==> config.mk <==
export PLATFORM = sky130hd
export DESIGN_NAME = sb_trig_gate
export DESIGN_NICKNAME = d
export VERILOG_FILES = /design/src/rtl/sb_trig_gate_pkg.sv /design/src/rtl/sb_trig_gate_sat_counter.sv /design/src/rtl/sb_trig_gate.sv
export SDC_FILE = /design/constraint.sdc
export NUM_CORES = 1
export LEC_CHECK = 0
export ABC_AREA = 1
export CORE_MARGIN = 2
export CORE_UTILIZATION = 30
export DETAILED_ROUTE_END_ITERATION = 7
export GPL_TIMING_DRIVEN = 0
export PLACE_DENSITY = 0.54
export SYNTH_ARGS = -nofsm -noshare
export SYNTH_HDL_FRONTEND = slang
export SYNTH_SLANG_ARGS = --single-unit
export TNS_END_PERCENT = 20
==> constraint.sdc <==
create_clock -name CLK120 -period 2.65 [get_ports CLK120]
set_clock_uncertainty 0.2 [all_clocks]
set_input_delay 0.265 -clock CLK120 [delete_from_list [all_inputs] [get_ports CLK120]]
set_output_delay 0.265 -clock CLK120 [all_outputs]
set_load 0.01 [all_outputs]
==> src/rtl/sb_trig_gate_pkg.sv <==
// sb_trig_gate_pkg: default widths and state encodings shared by the trigger gate
package sb_trig_gate_pkg;

    localparam int SB_GATE_CNT_WIDTH  = 24;
    localparam int SB_GATE_DEAD_WIDTH = 27;
    localparam int SB_GATE_HOLD_WIDTH = 16;
    localparam int SB_GATE_PS_WIDTH   = 16;

    typedef enum logic {
        SB_GATE_ST_IDLE    = 1'b0,
        SB_GATE_ST_HOLDOFF = 1'b1
    } sb_gate_state_t;

endpackage

==> src/rtl/sb_trig_gate_sat_counter.sv <==
// sb_gate_sat_counter: saturating event counter that latches its value and restarts on clear
module sb_gate_sat_counter #(
    parameter int W = 24
) (
    input  logic         CLK120,
    input  logic         RESET,
    input  logic         inc,
    input  logic         clr,
    output logic [W-1:0] count
);

    logic [W-1:0] cnt;

    // an increment coinciding with clear belongs to the new interval
    always_ff @(posedge CLK120) begin
        if (RESET) begin
            cnt   <= '0;
            count <= '0;
        end else if (clr) begin
            count <= cnt;
            cnt   <= {{(W-1){1'b0}}, inc};
        end else if (inc && !(&cnt)) begin
            cnt <= cnt + 1'b1;
        end
    end

endmodule

==> src/rtl/sb_trig_gate.sv <==
// sb_trig_gate: holdoff/busy/prescale trigger qualifier with PPS-latched stats (option SB_TRIG_GATE_PRESCALE_EN)
module sb_trig_gate
    import sb_trig_gate_pkg::*;
#(
    parameter int CNT_WIDTH  = SB_GATE_CNT_WIDTH,
    parameter int DEAD_WIDTH = SB_GATE_DEAD_WIDTH,
    parameter int HOLD_WIDTH = SB_GATE_HOLD_WIDTH,
    parameter int PS_WIDTH   = SB_GATE_PS_WIDTH
) (
    input  logic                  CLK120,
    input  logic                  RESET,
    input  logic                  TRIG_IN,
    input  logic                  ENABLE,
    input  logic                  BUSY,
    input  logic                  PPS,
    input  logic [HOLD_WIDTH-1:0] HOLDOFF,
    input  logic [PS_WIDTH-1:0]   PRESCALE,
    output logic                  TRIG_OUT,
    output logic [CNT_WIDTH-1:0]  RATE_COUNT,
    output logic [CNT_WIDTH-1:0]  LOST_COUNT,
    output logic [DEAD_WIDTH-1:0] DEAD_COUNT,
    output logic                  STATS_VALID
);

    sb_gate_state_t        state;
    logic [HOLD_WIDTH-1:0] hold_cnt;
    logic                  pps_q;
    logic                  ps_pass;

    wire cand     = TRIG_IN & ENABLE;
    wire in_hold  = state == SB_GATE_ST_HOLDOFF;
    wire eligible = cand & ~in_hold & ~BUSY;
    wire lost     = cand & (in_hold | BUSY);
    wire dead     = in_hold | BUSY;
    wire accept   = eligible & ps_pass;
    wire pps_edge = PPS & ~pps_q;

`ifdef SB_TRIG_GATE_PRESCALE_EN
    logic [PS_WIDTH-1:0] ps_cnt;
    logic [PS_WIDTH-1:0] ps_q;

    assign ps_pass = ps_cnt == '0;

    // 1-of-N selector over eligible triggers, restarted whenever PRESCALE changes
    always_ff @(posedge CLK120) begin
        if (RESET) begin
            ps_cnt <= '0;
            ps_q   <= '0;
        end else begin
            ps_q <= PRESCALE;
            if (PRESCALE != ps_q)
                ps_cnt <= '0;
            else if (eligible)
                ps_cnt <= (PRESCALE < PS_WIDTH'(2) || ps_cnt >= PRESCALE - 1'b1) ? '0 : ps_cnt + 1'b1;
        end
    end
`else
    logic unused_prescale;

    assign unused_prescale = ^PRESCALE;
    assign ps_pass         = 1'b1;
`endif

    // holdoff state machine with registered trigger and stats strobe
    always_ff @(posedge CLK120) begin
        if (RESET) begin
            state       <= SB_GATE_ST_IDLE;
            hold_cnt    <= '0;
            pps_q       <= 1'b0;
            TRIG_OUT    <= 1'b0;
            STATS_VALID <= 1'b0;
        end else begin
            pps_q       <= PPS;
            TRIG_OUT    <= accept;
            STATS_VALID <= pps_edge;
            case (state)
                SB_GATE_ST_IDLE: begin
                    if (accept) begin
                        hold_cnt <= HOLDOFF;
                        state    <= (HOLDOFF != '0) ? SB_GATE_ST_HOLDOFF : SB_GATE_ST_IDLE;
                    end
                end
                default: begin
                    hold_cnt <= hold_cnt - 1'b1;
                    if (hold_cnt == HOLD_WIDTH'(1))
                        state <= SB_GATE_ST_IDLE;
                end
            endcase
        end
    end

    sb_gate_sat_counter #(.W(CNT_WIDTH)) u_rate (
        .CLK120 (CLK120),
        .RESET  (RESET),
        .inc    (accept),
        .clr    (pps_edge),
        .count  (RATE_COUNT)
    );

    sb_gate_sat_counter #(.W(CNT_WIDTH)) u_lost (
        .CLK120 (CLK120),
        .RESET  (RESET),
        .inc    (lost),
        .clr    (pps_edge),
        .count  (LOST_COUNT)
    );

    sb_gate_sat_counter #(.W(DEAD_WIDTH)) u_dead (
        .CLK120 (CLK120),
        .RESET  (RESET),
        .inc    (dead),
        .clr    (pps_edge),
        .count  (DEAD_COUNT)
    );

endmodule
=== After elaboration in Yosys (flattened, before gate mapping) ===
Cells that the tools add are included.

* RAM bits: 0
* Bits in latches: 0
* Word-level logic and storage cells: 55
* Memories: 0
* Bits in read-only memories: 0
* Bits in registers: 170

* Reduce and logical (&&, ||, !) cells: 15
* Bitwise logic cells: 9
* Eq/ne operators: 1
* $add $sub $neg: 4
* Multiply operators: 0
* Order comparisons: 0
* Divide/modulo/power cells: 0
* Shifts and indexed selects: 0
* Muxes and demuxes: 12

{| class="wikitable"
|+ Operators with widths
! kind !! count
|-
| 24-bit by 1-bit adder with 24-bit output, second input constant || 2
|-
| 24-bit AND reduction || 2
|-
| 16-bit two-way mux || 2
|-
| 27-bit by 1-bit adder with 27-bit output, second input constant || 1
|-
| 27-bit AND reduction || 1
|-
| 16-bit by 1-bit == test with 1-bit output, second input constant || 1
|-
| 16-bit nonzero test || 1
|-
| 16-bit by 1-bit subtractor with 16-bit output, second input constant || 1
|-
| 1-bit two-way mux || 10
|-
| 2-bit nonzero test || 4
|-
| 1-bit bitwise AND || 5
|-
| 1-bit logical AND || 3
|-
| 1-bit logical NOT || 3
|-
| 1-bit NOT || 3
|-
| 2-bit OR reduction || 1
|-
| 1-bit OR || 1
|}

=== Longest topological paths before layout ===
* Word-level depth: 6
* Gate-level depth with buffers: 11
* Mapped depth without buffers: 10

=== By module ===
Synthesis repeated with hierarchy kept, for this count alone.

* Cell total of the unflattened synthesis: 1228
* Area, all modules: 8481.9 um^2

{| class="wikitable"
|+ By module, submodules not included
! module !! area an instance (um^2) !! cells each !! instances
|-
| sb_gate_sat_counter (u_lost ...) || 2322.2 || 325 || 2
|-
| sb_gate_sat_counter (u_dead) || 2566.2 || 374 || 1
|-
| sb_trig_gate || 1271.2 || 204 || 1
|}

=== Least setup slack after synthesis ===
No wires, ideal clock.

* Kind: flip-flop to flip-flop
* From: reg u_lost.cnt[0]
* To: reg u_lost.cnt[21]
* Buffers on the path: 1
* Library setup time: 132 ps
* Required time: 2318 ps
* Path slack: 777 ps
* Arrival: 1541 ps
* Clock period less this slack: 1873 ps
* Stages on the path, launching flop included: 12
* Path through: dfxtp_1 ha_1 inv_1 nor2_4 nand2_2 nor2_4 nand2_2 nand2_4 inv_2 buf_2 nand2_1 a21oi_1

* Longest elaborated chain between the ends: 3
* Elaborated cells between the ends (all ways): 4
* Those cells by class: 1 x add/sub; 3 x reduce/logical

{| class="wikitable"
|+ RTL lines
! element !! RTL line !! source
|-
| from (decl) || sb_trig_gate_sat_counter.sv:12 || <nowiki>logic [W-1:0] cnt;</nowiki>
|-
| from (signal assigned) || sb_trig_gate_sat_counter.sv:21 || <nowiki>cnt <= {{(W-1){1'b0}}, inc};</nowiki>
|-
| from (signal assigned) || sb_trig_gate_sat_counter.sv:23 || <nowiki>cnt <= cnt + 1'b1;</nowiki>
|-
| parallel branches: the longest is 3 deep, another holds 24-bit by 1-bit adder with 24-bit output || - ||
|}

Several ways; the timed one is not identified.
A chain may end at the register's enable or synchronous reset.

=== Final worst setup path ===
* From: reg u_lost.cnt[0]
* To: reg u_lost.cnt[15]

Same word-level chain as after synthesis.

==> summary.md <==
| Metric | Value |
|---|---|
| All-Layer GR Usage | 0.1704 |
| Fin. Hold Viols | 0 |
| Post-cts sizing count | 0 |
| Max-slew headroom | 0.5279 |
| Worst hold start | PPS |
| Clk root buf | clkbuf_16 |
| # hold bufs at CTS | 0 |
| CTS tree | built |
| EDFF count, synth | 0 |
| GRT busiest layer | met2 |
| Primary FF master, synth | dfxtp_1 |
| Starting Density | 0.3051 |
| GRT met2 Usage | 0.2689 |
| Fin. max-slew vios | 0 |
| Initial antenna violation count | 0 |
| Unique masters post-synth | 32 |
| Most frequent cell after synthesis | nand2_1 |
| Top cell type by total area after synthesis | dfxtp_1 |
| Reg clk slew, reported paths | 0.07 ns |
| RD Place Congestion | 0.8995 |
| First-pass GRT wire length | 38720 µm |
| 1st-iter DRT viols | ~520 |
| Sink Count | between 150 and 200 |
| Seq/Total Area, Yosys | 0.4150 |
| Pre-antenna DRT Iters | 5 |
| Chip Height | approximately 170 µm |
| IO Pins | 115 |
| GR Layer Usage met1 | 0.2365 |
| Die area | 0.02867 mm² |
| Vias in the first global route | roughly 7300 |
| Hold path cells | 3 |
| Max VDD drop | 0.3448 mV |
| Final period util | 0.8729 |
| MaxCap Viol Count | 0 |
| Final Critical Period | 2.313 ns |
| Final #Nets | roughly 1400 |
| Crit path DAT | around 2.4 ns |
| Fmax | 432.3 MHz |
| WL final | between 20000 and 25000 µm |
| Critical path origin | u_lost.cnt[0]$_SDFFE_PP0P_ |
| CP Max Fanout | 10 |
| ANT cells | 0 |
| Post-Syn Area | 0.008200 mm² |
| # DRC | 0 |
| R2R depth | 11 |
| Setup Total Neg Slack | 0 ns |
| Post-DR vias/cell | 4.620 |
| Slew @ Worst Pin | around 0.71 ns |
| Worst min path class | in -> reg |
| Status | completed |
| Synth area leaders | dfxtp_1 42%, nand2_1 20%, nor2_1 6.9% |
| Ys async rst share | 0 |
| Layout cells sized above 1 | 0.05848 |
| Min-Delay Endpoint | pps_q$_SDFF_PP0_ |
| Synth cell count leaders | 431 x nand2_1, 170 x dfxtp_1, 150 x nor2_1 |
| Pwr Density | between 500 and 600 mW/mm² |
| Die X | approximately 170 µm |
| Reg2reg start | u_lost.cnt[0]$_SDFFE_PP0P_ |
| Endpoints failing setup | 0 |
| Met3 Usage GRT | 0.03521 |
| Leakage power | 3.695 nW |
| Yosys reg bits | 170 |
| Num rows | 60 |
| DR vias | 7817 |
| Wire per inst | 14.04 µm |
| Critical Path Sink Type | flip-flop |
| Final instance area | 0.01026 mm² |
| Congestion Overflow GR | 0 |
| Net count of the mapped netlist | 1264 |
| H-Tree Depth | 4 |
| Reg-to-reg endpoint | u_lost.cnt[15]$_SDFFE_PP0P_ |
| Largest net degree at the start of global routing | 17 |
| Antenna-violating nets left | 0 |
| Critical path class | reg -> reg |
| Postcts setup bufs | 0 |
| Port Buffer Count | 98 |
| Startpoint types | flip-flop |
| Hpwl dp | 18050 µm |
| CP required | 2.73 ns |
| Synth top area share | 0.4150 |
| Cells after synthesis | between 1000 and 1500 |
| Mapped Avg Cell Area | 6.716 µm² |
| Yosys warning count | 0 |
| Num CTS Buffers | 17 |
| CTS max path bufs | 2 |
| Worst-Skew Late Latency | ~0.43 ns |
| FF-to-FF setup slack | 0.34 ns |
| Placed Area | 0.009608 mm² |
| Synthesis-to-finish area growth | 25.14% |
| Core Footprint | 0.02688 mm² |
| RSZ-0062 raised after global routing | false |
cell type report:
| cell class | instances | area, µm² |
|---|---|---|
| inverters | 107 | 401.6 |
| flip-flops and latches | 170 | 3403 |
| fillers | 2866 | 16610 |
| well taps | 341 | 426.7 |
| multi-input cells | 904 | 4170 |
| clock buffers | 20 | 466.7 |
| clock inverters | 12 | 187.7 |
| plain buffers | 40 | 225.2 |
| repair buffers | 98 | 980.9 |
sequential cells by signal, summed over array words and instances, names as in the netlist:
register / cells
in_hold: 1
hold_cnt: 16
STATS_VALID: 1
u_rate.cnt: 24
u_lost.count: 24
u_lost.cnt: 24
u_dead.cnt: 27
TRIG_OUT: 1
u_rate.count: 24
pps_q: 1
u_dead.count: 27
cells in the final DEF (no fill, tap or decap), types with 3 or more instances in the layout:
cell type / Yosys / final
inv_1: 101 / 101
clkbuf_1: 21 / 21
buf_6: 8 / 8
o21ai_1: 7 / 7
clkinv_4: 0 / 4
nand3_1: 55 / 55
nand2_2: 8 / 8
bufinv_16: 0 / 4
nor3_1: 3 / 3
nand4_1: 14 / 14
a21oi_1: 76 / 76
nor4_1: 5 / 5
ha_1: 5 / 5
nor2_4: 7 / 7
xor2_1: 40 / 40
inv_2: 6 / 6
nor2_2: 6 / 6
a22o_1: 15 / 15
clkbuf_16: 0 / 17
o21ai_0: 70 / 70
dfxtp_1: 170 / 170
nand2_1: 431 / 431
nand2_4: 3 / 3
buf_1: 3 / 3
nor2_1: 150 / 150
clkbuf_8: 0 / 3
clkdlybuf4s50_1: 0 / 98
buf_2: 6 / 6
metrics by stage:
stage | worst slack [ns] | instances | hold slack (ns) | total power, W | util
6_report | 0.3367 | 1692 | 0.1868 | 0.005886 | 0.3818
5_1_grt | 0.1636 | 1692 | 0.1754 | 0.006124 | 0.3818
4_1_cts | 0.3319 | 1692 | 0.1734 | 0.005940 | 0.3818
3_5_place_dp | 0.1209 | 1660 | 0.2387 | 0.003164 | 0.3575
3_3_place_gp | 0.1105 | 1660 | 0.2395 | 0.003161 | 0.3575
2_1_floorplan | 0.7769 | 1221 | 0.1899 | 0.002989 | -
routing by layer:
layer  routed length, µm  share of wire  up-vias
met3                1093          0.046       20
met1               11870           0.50     3520
li1                    -              -     4099
met5                   0              0        -
met4                 350          0.015        0
met2               10440           0.44      178
power breakdown:
group	total (W)	internal (W)	switching, W
clock network	0.00278	0.00167	0.00111
registers	0.00263	0.00259	0.0000387
logic	0.000477	0.000159	0.000318
total	0.00589	0.00442	0.00147
worst max-delay path: stages, from the launching register on:
cell and delay, ns:
dfxtp_1 0.44, ha_1 0.34, inv_1 0.11, nor2_4 0.17, nand2_2 0.12, nor2_4 0.17
nand2_2 0.10, nand2_4 0.12, inv_2 0.05, buf_2 0.19, nand2_1 0.09, a21oi_1 0.06
cells by family after synthesis:
| kind of cell | Yosys count | share of synthesized area |
|---|---|---|
| AOI/OAI and AO/OA | 174 | 0.1152 |
| xor gates and xnor gates | 41 | 0.04379 |
| adders and majority gates | 5 | 0.007629 |
| buffers and inverters | 147 | 0.07644 |
| DFF | 170 | 0.4150 |
| and+or+nand+nor | 684 | 0.3419 |
worst max-delay path by stage:
| stage | endpoint | slack [ns] | depth (start not counted) |
|---|---|---|---|
| CTS | u_lost.cnt[7]$_SDFFE_PP0P_ | 0.33 | 11 |
| floorplan | u_lost.cnt[21]$_SDFFE_PP0P_ | 0.78 | 11 |
| global placement | u_lost.count[18]$_SDFFE_PP0P_ | 0.11 | 8 |
| detailed placement | u_rate.count[22]$_SDFFE_PP0P_ | 0.12 | 6 |
| finish | u_lost.cnt[15]$_SDFFE_PP0P_ | 0.34 | 11 |
| global route | u_lost.cnt[22]$_SDFFE_PP0P_ | 0.16 | 11 |
Power figures use the tool's default switching activity.
